--- src/rtl/reg_bank_master_if.sv ---
// rtl/reg_bank_master_if.sv - host command/response and register-bank bus signals of the bank master
interface reg_bank_master_if;
    logic        cmd_valid;
    logic        cmd_ready;
    logic        cmd_write;
    logic [4:0]  cmd_addr;
    logic [1:0]  cmd_len;
    logic [31:0] cmd_wdata;
    logic        rsp_valid;
    logic [31:0] rsp_data;
    logic        busy;
    logic        en;
    logic        we;
    logic [4:0]  address;
    logic [7:0]  wdBus;
    logic [7:0]  rdBus;

    modport master (
        input  cmd_valid, cmd_write, cmd_addr, cmd_len, cmd_wdata, rdBus,
        output cmd_ready, rsp_valid, rsp_data, busy, en, we, address, wdBus
    );

    modport slave (
        output cmd_valid, cmd_write, cmd_addr, cmd_len, cmd_wdata, rdBus,
        input  cmd_ready, rsp_valid, rsp_data, busy, en, we, address, wdBus
    );
endinterface

--- src/rtl/reg_bank_master.sv ---
// rtl/reg_bank_master.sv - splits one host command into 1-4 byte accesses on the 8-bit register-bank bus
module reg_bank_master #(
    parameter int RD_LAT = 2
) (
    input  logic              clk,
    input  logic              reset,
    reg_bank_master_if.master bus
);
    typedef enum logic [1:0] {IDLE, ISSUE, DRAIN, DONE} state_t;

    localparam logic [2:0] LAT3 = 3'(RD_LAT);

    state_t      state;
    state_t      state_nx;
    logic [2:0]  cnt;
    logic [2:0]  cnt_nx;

    logic        cmd_wr_q;
    logic [4:0]  cmd_addr_q;
    logic [2:0]  cmd_n_q;
    logic [31:0] cmd_wdata_q;

    logic        en_q, we_q, rsp_valid_q;
    logic [4:0]  address_q;
    logic [7:0]  wd_q;
    logic [31:0] rsp_data_q;

    logic        en_d, we_d, rsp_valid_d;
    logic [4:0]  address_d;
    logic [7:0]  wd_d;

    logic        accept;
    logic        issue_byte;
    logic        push;

    logic        pipe_v    [RD_LAT];
    logic [1:0]  pipe_lane [RD_LAT];

    assign accept     = (state == IDLE) && bus.cmd_valid;
    // ISSUE holds one extra state cycle (cnt == N) so the registered outputs trail the state by one clock
    assign issue_byte = (state == ISSUE) && (cnt < cmd_n_q);
    assign push       = issue_byte && !cmd_wr_q;

    always_ff @(posedge clk) begin
        if (reset) begin
            state <= IDLE;
            cnt   <= 3'd0;
        end else begin
            state <= state_nx;
            cnt   <= cnt_nx;
        end
    end

    always_comb begin
        state_nx = state;
        cnt_nx   = cnt;
        case (state)
            IDLE: begin
                if (accept) begin
                    state_nx = ISSUE;
                    cnt_nx   = 3'd0;
                end
            end
            ISSUE: begin
                if (cnt == cmd_n_q) begin
                    state_nx = cmd_wr_q ? DONE : DRAIN;
                    cnt_nx   = cmd_wr_q ? 3'd0 : 3'd1;
                end else begin
                    cnt_nx = cnt + 3'd1;
                end
            end
            DRAIN: begin
                if (cnt == LAT3) begin
                    state_nx = DONE;
                    cnt_nx   = 3'd0;
                end else begin
                    cnt_nx = cnt + 3'd1;
                end
            end
            DONE: begin
                state_nx = IDLE;
                cnt_nx   = 3'd0;
            end
            default: begin
                state_nx = IDLE;
                cnt_nx   = 3'd0;
            end
        endcase
    end

    always_comb begin
        en_d        = 1'b0;
        we_d        = 1'b0;
        rsp_valid_d = 1'b0;
        address_d   = address_q;
        wd_d        = wd_q;
        case (state)
            ISSUE: begin
                if (issue_byte) begin
                    en_d      = 1'b1;
                    we_d      = cmd_wr_q;
                    address_d = cmd_addr_q + {2'b00, cnt};
                    if (cmd_wr_q) begin
                        wd_d = cmd_wdata_q[{cnt[1:0], 3'b000} +: 8];
                    end
                end else if (cmd_wr_q) begin
                    rsp_valid_d = 1'b1;
                end else begin
                    en_d = 1'b1;
                end
            end
            DRAIN: begin
                if (cnt == LAT3) begin
                    rsp_valid_d = 1'b1;
                end else begin
                    en_d = 1'b1;
                end
            end
            default: begin
                en_d = 1'b0;
            end
        endcase
    end

    always_ff @(posedge clk) begin
        if (reset) begin
            en_q        <= 1'b0;
            we_q        <= 1'b0;
            rsp_valid_q <= 1'b0;
            address_q   <= 5'd0;
            wd_q        <= 8'd0;
        end else begin
            en_q        <= en_d;
            we_q        <= we_d;
            rsp_valid_q <= rsp_valid_d;
            address_q   <= address_d;
            wd_q        <= wd_d;
        end
    end

    always_ff @(posedge clk) begin
        if (reset) begin
            cmd_wr_q    <= 1'b0;
            cmd_addr_q  <= 5'd0;
            cmd_n_q     <= 3'd1;
            cmd_wdata_q <= 32'd0;
        end else if (accept) begin
            cmd_wr_q    <= bus.cmd_write;
            cmd_addr_q  <= bus.cmd_addr;
            cmd_n_q     <= {1'b0, bus.cmd_len} + 3'd1;
            cmd_wdata_q <= bus.cmd_wdata;
        end
    end

    // Each read byte travels RD_LAT stages with its lane so it lands when the slave's data is valid
    always_ff @(posedge clk) begin
        if (reset) begin
            for (int i = 0; i < RD_LAT; i++) begin
                pipe_v[i]    <= 1'b0;
                pipe_lane[i] <= 2'd0;
            end
        end else begin
            pipe_v[0]    <= push;
            pipe_lane[0] <= cnt[1:0];
            for (int i = 1; i < RD_LAT; i++) begin
                pipe_v[i]    <= pipe_v[i-1];
                pipe_lane[i] <= pipe_lane[i-1];
            end
        end
    end

    always_ff @(posedge clk) begin
        if (reset) begin
            rsp_data_q <= 32'd0;
        end else if (accept && !bus.cmd_write) begin
            rsp_data_q <= 32'd0;
        end else if (pipe_v[RD_LAT-1]) begin
            rsp_data_q[{pipe_lane[RD_LAT-1], 3'b000} +: 8] <= bus.rdBus;
        end
    end

    assign bus.cmd_ready = (state == IDLE);
    assign bus.busy      = (state != IDLE);
    assign bus.en        = en_q;
    assign bus.we        = we_q;
    assign bus.address   = address_q;
    assign bus.wdBus     = wd_q;
    assign bus.rsp_valid = rsp_valid_q;
    assign bus.rsp_data  = rsp_data_q;
endmodule

--- src/flat_wrapper.sv ---
// flat-port wrapper written by rule: the top's interface ports become plain ports
module reg_bank_master_flat 
#(
    parameter int RD_LAT = 2
)
  (clk, reset, bus_cmd_valid, bus_cmd_write, bus_cmd_addr, bus_cmd_len, bus_cmd_wdata, bus_rdBus, bus_cmd_ready, bus_rsp_valid, bus_rsp_data, bus_busy, bus_en, bus_we, bus_address, bus_wdBus);
  reg_bank_master_if bus_i ();
  input  logic clk;
  input  logic reset;
  input wire logic [$bits(bus_i.cmd_valid)-1:0] bus_cmd_valid;
  input wire logic [$bits(bus_i.cmd_write)-1:0] bus_cmd_write;
  input wire logic [$bits(bus_i.cmd_addr)-1:0] bus_cmd_addr;
  input wire logic [$bits(bus_i.cmd_len)-1:0] bus_cmd_len;
  input wire logic [$bits(bus_i.cmd_wdata)-1:0] bus_cmd_wdata;
  input wire logic [$bits(bus_i.rdBus)-1:0] bus_rdBus;
  output wire logic [$bits(bus_i.cmd_ready)-1:0] bus_cmd_ready;
  output wire logic [$bits(bus_i.rsp_valid)-1:0] bus_rsp_valid;
  output wire logic [$bits(bus_i.rsp_data)-1:0] bus_rsp_data;
  output wire logic [$bits(bus_i.busy)-1:0] bus_busy;
  output wire logic [$bits(bus_i.en)-1:0] bus_en;
  output wire logic [$bits(bus_i.we)-1:0] bus_we;
  output wire logic [$bits(bus_i.address)-1:0] bus_address;
  output wire logic [$bits(bus_i.wdBus)-1:0] bus_wdBus;
  assign bus_i.cmd_valid = bus_cmd_valid;
  assign bus_i.cmd_write = bus_cmd_write;
  assign bus_i.cmd_addr = bus_cmd_addr;
  assign bus_i.cmd_len = bus_cmd_len;
  assign bus_i.cmd_wdata = bus_cmd_wdata;
  assign bus_i.rdBus = bus_rdBus;
  assign bus_cmd_ready = bus_i.cmd_ready;
  assign bus_rsp_valid = bus_i.rsp_valid;
  assign bus_rsp_data = bus_i.rsp_data;
  assign bus_busy = bus_i.busy;
  assign bus_en = bus_i.en;
  assign bus_we = bus_i.we;
  assign bus_address = bus_i.address;
  assign bus_wdBus = bus_i.wdBus;
  reg_bank_master #(.RD_LAT(RD_LAT)) u_core (.clk(clk), .reset(reset), .bus(bus_i));
endmodule
--- config.mk ---
export PLATFORM = sky130hd
export DESIGN_NAME = reg_bank_master_flat
export DESIGN_NICKNAME = d
export VERILOG_FILES = /design/src/rtl/reg_bank_master_if.sv /design/src/rtl/reg_bank_master.sv /design/src/flat_wrapper.sv
export SDC_FILE = /design/constraint.sdc
export NUM_CORES = 1
export LEC_CHECK = 0
export CAP_MARGIN = 20
export CORE_MARGIN = 4
export CORE_UTILIZATION = 44
export CTS_CLUSTER_DIAMETER = 40
export DETAILED_ROUTE_END_ITERATION = 7
export GPL_TIMING_DRIVEN = 1
export PLACE_DENSITY = 0.83
export REMOVE_ABC_BUFFERS = 1
export SLEW_MARGIN = 5
export SYNTH_ARGS = -nofsm -noshare
export SYNTH_HDL_FRONTEND = slang
export SYNTH_SLANG_ARGS = --single-unit
--- constraint.sdc ---
create_clock -name clk -period 1.8 [get_ports clk]
set_input_delay 0.54 -clock clk [delete_from_list [all_inputs] [get_ports clk]]
set_output_delay 0.54 -clock clk [all_outputs]
set_load 0.005 [all_outputs]
# --- Yosys cells after proc, flatten, opt, wreduce, memory -nomap -nowiden ---
# Memories as Yosys holds them, arrays and structs flattened.
# Index checks and enable logic that the tools add are counted.
totals:
  reg_bits: 94
  ram_bits: 6
  inputBits: 51
  wordCells: 75
  n_memories: 2
classes:
  add_sub_neg: 4
  n_lt_le_gt_ge: 1
  eq_ne: 8
  n_shift: 3
  n_mux: 26
  bitwise_logic: 6
  n_reduce_logical: 13
memory_table:
  columns: ["name", "words", "word_bits", "read_ports", "rd_ports_with_merged_regs", "wr", "line_no", "text"]
  rows:
  - ["u_core.pipe_lane", 2, 2, 2, 0, 2, "reg_bank_master.sv:37", "logic [1:0] pipe_lane [RD_LAT];"]
  - ["u_core.pipe_v", 2, 1, 2, 0, 2, "reg_bank_master.sv:36", "logic pipe_v [RD_LAT];"]
op_table:
  columns: ["op", "count"]
  rows:
  - ["bitwise mux 32 bit", 1]
  - ["variable shift 8 x 7 -> 32 bit, first input constant", 1]
  - ["indexed part select 32 x 6 -> 8 bit", 1]
  - ["indexed part select 8 x 7 -> 32 bit", 1]
  - ["two-way mux 1 bit", 13]
  - ["one-hot mux 3 bit (4 select lines)", 1]
  - ["two-way mux 2 bit", 5]
  - ["two-way mux 3 bit", 3]
  - ["one-hot mux 2 bit (4 select lines)", 1]
  - ["negation 5 -> 7 bit", 1]
  - ["AND reduction 3 bit", 2]
  - ["adder 5 x 3 -> 5 bit", 1]
  - ["equality test 2 bit, second input constant", 2]
  - ["logical AND 1 bit", 4]
  - ["inequality test 2 x 1 -> 1 bit, second input constant", 2]
  - ["bitwise OR 1 bit", 4]
  - ["one-hot mux 1 bit (2 select lines)", 2]
  - ["adder 2 x 1 -> 3 bit, second input constant", 1]
  - ["adder 3 x 1 -> 3 bit, second input constant", 1]
  - ["equality test 3 x 2 -> 1 bit, second input constant", 1]
  - ["equality test 3 bit", 1]
  - ["less-than comparator 3 bit", 1]
  - ["OR reduction 3 bit", 1]
  - ["equality test 2 x 1 -> 1 bit, second input constant", 1]
  - ["other kinds (7)", 9]

# --- Depth between registers and ports, before layout ---
depth:
  depth_word: 4
  ltp_mapped: 8
  depth_no_buf: 7

# --- Worst setup path after synthesis ---
# No wires, ideal clock.
synth_path:
  path_kind: "reg-to-reg"
  start: "register u_core.cnt[1]"
  end: "register u_core.address_q[4] (netlist: u_core.bus.address[4])"
  setup_ns: 0.091
  arrival_time_ns: 1.788
  required_time_ns: 1.709
  path_slack_ns: -0.079
  stages_incl_launch_ff: 8
  n_path_buf: 1
  period_less_slack_ns: 1.879
  cell_sequence: "dfxtp_1 > clkbuf_1 > inv_1 > fa_1 > nor2b_1 > o21ai_0 > xor2_1 > a311oi_1"
synth_between:
  elab_chain_len: 3
synth_lines:
  columns: ["element", "line_no", "text"]
  rows:
  - ["from (decl)", "reg_bank_master.sv:15", "logic [2:0] cnt;"]
  - ["from (signal assigned)", "reg_bank_master.sv:50", "cnt <= cnt_nx;"]
  - ["less-than comparator 3 bit", "reg_bank_master.sv:41", "assign issue_byte = (state == ISSUE) && (cnt < cmd_n_q);"]
  - ["logical AND 1 bit", "reg_bank_master.sv:41", null]
  - ["AND reduction 2 bit (no source line)", null, null]
  - ["to (signal assigned)", "reg_bank_master.sv:136", "address_q <= address_d;"]
  - ["to (decl)", "reg_bank_master.sv:24", "logic [4:0] address_q;"]
# Several ways; a longest one is shown, not always the timed one.
# A chain may end at the register's enable or synchronous reset.

# --- Worst setup path after layout ---
layout_path:
  start: "register u_core.rsp_data_q[23] (netlist: u_core.bus.rsp_data[23])"
  end: "output port bus_rsp_data[23]"
layout_lines:
  columns: ["element", "line_no", "text"]
  rows:
  - ["from (decl)", "reg_bank_master.sv:26", "logic [31:0] rsp_data_q;"]
  - ["from (signal, indexed assignment)", "reg_bank_master.sv:178", "rsp_data_q[{pipe_lane[RD_LAT-1], 3'b000} +: 8] <= bus.rdBus;"]
  - ["to (decl)", "flat_wrapper.sv:18", "output wire logic [$bits(bus_i.rsp_data)-1:0] bus_rsp_data;"]
# No word-level cell between the ends.

==> metrics.md <==
| Metric | Value |
|---|---|
| Clock tree root driver cell | clkbuf_8 |
| Die Area | 0.0110 mm² |
| CP peak stage delay | 0.50 ns |
| RR Startpoint | u_core.cnt[2] |
| Setup CP Type | flop to primary output |
| Vias/cell | 5.36 |
| # diodes | 0 |
| R2R Setup Slk | 0.04 ns |
| Power Total | 5.98 mW |
| DRT Pass-1 Iters | 5 |
| R2R depth | 6 |
| Final-report hold violation count | 0 |
| EDFF count, synth | 0 |
| Residual DRC | 0 |
| Ranking of synthesized cells by area | dfxtp_1, nand2_1, a22oi_1, a21oi_1, ha_1 |
| Worst hold margin | 0.442 ns |
| Largest net degree at the start of global routing | 42 |
| Initial Util | 0.451 |
| DRT Wirelength | 10,500 µm |
| Count leader, synth | nand2_1 |
| Clock Latency Late Sink | 0.37 ns |
| Worst Max-Slew Pin Slew | 0.509 ns |
| Total CTS buffers | 9 |
| CP top delay family | buffers and inverters |
| Port bufs | 100 |
| Met3 WL post-DR | 672 µm |
| Mean Syn Cell Area | 9.23 µm² |
| Power share of the combinational group | 0.324 |
| Clk buf depth | 2 |
| GR Overflow Total | 0 |
| Core area | 0.00920 mm² |
| Vias in the first global route | 3,516 |
| H-Tree Depth | 3 |
| Chip Width | 105 µm |
| Reg-to-reg endpoint | u_core.state[1] |
| Critical Path RT | 1.26 ns |
| Sequential-to-total area share from yosys stat | 0.483 |
| Leakage | 2.56 nW |
| Unrepaired setup endpoints after global routing | yes |
| Setup Viol. Count Final | 0 |
| Clock Power Share | 0.237 |
| Critical Path Start Type | flop |
| Slowest CP cell | clkdlybuf4s50_1 |
| Layout cell share with drive strength beyond 1 | 0.206 |
| Clock-pin slew on the worst setup and hold paths | 0.11 ns |
| Synthesis-to-finish area growth | 39.5% |
| Fillers | 770 |
| Worst hold endpoint | u_core.pipe_lane[0][2] |
| Max-slew violation count | 0 |
| Post-DP Area | 0.00537 mm² |
| CP Max Fanout | 2 |
| Max Freq | 566 MHz |
| Netlist Area Pre-Place | 0.00414 mm² |
| Async SR Flop Fraction | 0 |
| Setup Total Neg Slack | 0 ns |
| Crit. End Element | primary output |
| Switching power | 2.02 mW |
| Top sig layer | met4 |
| Iter 0 DRT Violations | 168 |
| Crit path cell chain | clkdlybuf4s50_1 |
| Mapped Cells | 449 |
| First-pass GRT wire length | 16,700 µm |
| # Max-Cap Violations | 0 |
| Crit path buffers/inverters | 1 |
| FP Rows | 35 |
| Outcome | completed |
| Int Pwr | 3.95 mW |
| Most frequent cells after synthesis | nand2_1, dfxtp_1, a21oi_1 |
| Sink Count | 100 |
| Sequential share of power | 0.439 |
| YS warnings | 0 |
| Critical Path AT | 1.23 ns |
| Cell Count, Final, Fillers Out | 684 |
| Sw Ratio | 0.339 |
| Hold crit path type | flop to flop |
| Die Y | 105 µm |
| PD cells | 1030 mW/mm² |
| Crit share post-route | 0.981 |
| Global-route usage over all layers | 0.184 |
| Nets | 638 |
| Worst slew margin | 0.660 |
| Met2 WL | 5150 µm |
| RePlAce Congestion | 0.847 |
| Wl on met1 | 4540 µm |
| Routed wire per std cell | 15.3 µm |
| Vias | 3,664 |
| Primary FF master, synth | dfxtp_1 |
| Worst Min Path Start | u_core.pipe_lane[0][0] |
| Placed Instances | 658 |
| Post-synth top area share | 0.483 |
| TritonCTS clock tree | yes |
| Synth cell types | 43 |
| Dpl hpwl | 7480 µm |
| Clk_skew | 0.0187 ns |
| Routed Antenna Nets | 0 |
| Yosys top cell by area | dfxtp_1 |
| Initial antenna violation count | 0 |
| WHS Path Cells | 1 |
| I/O pin total | 101 |
| Tmin final | 1.77 ns |
| Yosys reg bits | 100 |
| Peak VDD IR | 0.408 mV |
| Final instance area | 0.00578 mm² |
-- cells in the final DEF, fill, tap and decap left out, types with 3 or more instances in the layout --
| master | instances |
|---|---|
| clkbuf_8 | 9 |
| nand2_1 | 107 |
| dfxtp_2 | 43 |
| inv_1 | 9 |
| nor2b_1 | 6 |
| nor4_4 | 3 |
| nand2b_1 | 3 |
| o211ai_1 | 3 |
| a22oi_1 | 33 |
| mux2i_1 | 9 |
| mux4_2 | 8 |
| a311oi_1 | 3 |
| a21oi_1 | 47 |
| nand3_1 | 4 |
| clkdlybuf4s50_1 | 75 |
| buf_12 | 3 |
| buf_4 | 29 |
| dlymetal6s2s_1 | 22 |
| o21ai_0 | 5 |
| nor2_1 | 38 |
| ha_1 | 17 |
| inv_2 | 4 |
| dfxtp_1 | 56 |
-- per-stage QoR --
| step | setup slack (ns) | utilization |
|---|---|---|
| finish | 0.0342 | 0.628 |
| global route | -0.0314 | 0.628 |
| CTS | 0.00144 | 0.609 |
| detailed placement | -0.136 | 0.584 |
| global placement | -0.0478 | 0.584 |
| floorplan | -1.01 | - |
-- metal layers --
layer / GRT usage / vias to the layer above
li1: - / 1785
met5: 0 / -
met1: 0.233 / 1727
met2: 0.310 / 141
met4: 0.0469 / 0
met3: 0.0482 / 11
-- power groups by stage --
stage                     logic, mW  clock network, mW  registers [mW]
after floorplan                1.03                  0            2.65
after global placement         1.76                  0            2.65
after detailed placement       1.81                  0            2.66
after CTS                      1.86               1.45            2.62
after global routing           2.13               1.55            2.65
final                          1.94               1.42            2.62
-- sequential cells by signal, indices dropped and copies added (netlist names), 3 cells and up --
register	count
u_core.cmd_addr_q	5
u_core.bus.address	5
u_core.cmd_n_q	3
u_core.pipe_lane	4
u_core.cnt	3
u_core.bus.rsp_data	32
u_core.cmd_wdata_q	32
u_core.bus.wdBus	8
-- worst max path at each step --
stage	slack (ns)	cells after the start	to	from
3_5_place_dp	-0.14	5	u_core.state[0]	bus_cmd_valid
4_1_cts	0.001	1	bus_address[2]	u_core.bus.address[2]
5_1_grt	-0.03	6	u_core.state[1]	u_core.cnt[1]
2_1_floorplan	-1.01	5	u_core.bus.rsp_data[0]	u_core.state[0]
3_3_place_gp	-0.05	5	u_core.state[0]	bus_cmd_valid
6_report	0.03	1	bus_rsp_data[23]	u_core.bus.rsp_data[23]
-- layout make-up --
type,count,area [µm²],area share
clock buffers,9,124,0.0214
clock inverters,7,80.1,0.0139
inverters,13,48.8,0.00844
multi-input cells,312,2000,0.346
flip-flops and latches,100,2060,0.356
well taps,111,139,0.0240
repair buffers,132,1330,0.230
-- cells by family (layout without fill, tap and decap cells) --
family | count (synthesis) | in the layout | share of synthesized area
AND/OR/NAND/NOR | 172 | 172 | 0.190
AO/OA/AOI/OAI | 102 | 102 | 0.160
flip-flops | 100 | 100 | 0.483
buffers and inverters | 37 | 161 | 0.0389
adder cells (fa/ha/maj) | 19 | 19 | 0.0592
multiplexers | 17 | 17 | 0.0652
XOR/XNOR | 2 | 2 | 0.00423
-- repair_timing --
action,in CTS,in global routing
setup endpoints to repair,23,66
pin swaps,0,6
resized for setup,18,58
buffers inserted,0,10
hold endpoints to repair,0,0
gates cloned,0,0
hold buffers,0,0
Note: power is estimated with default switching activity, not from simulation.
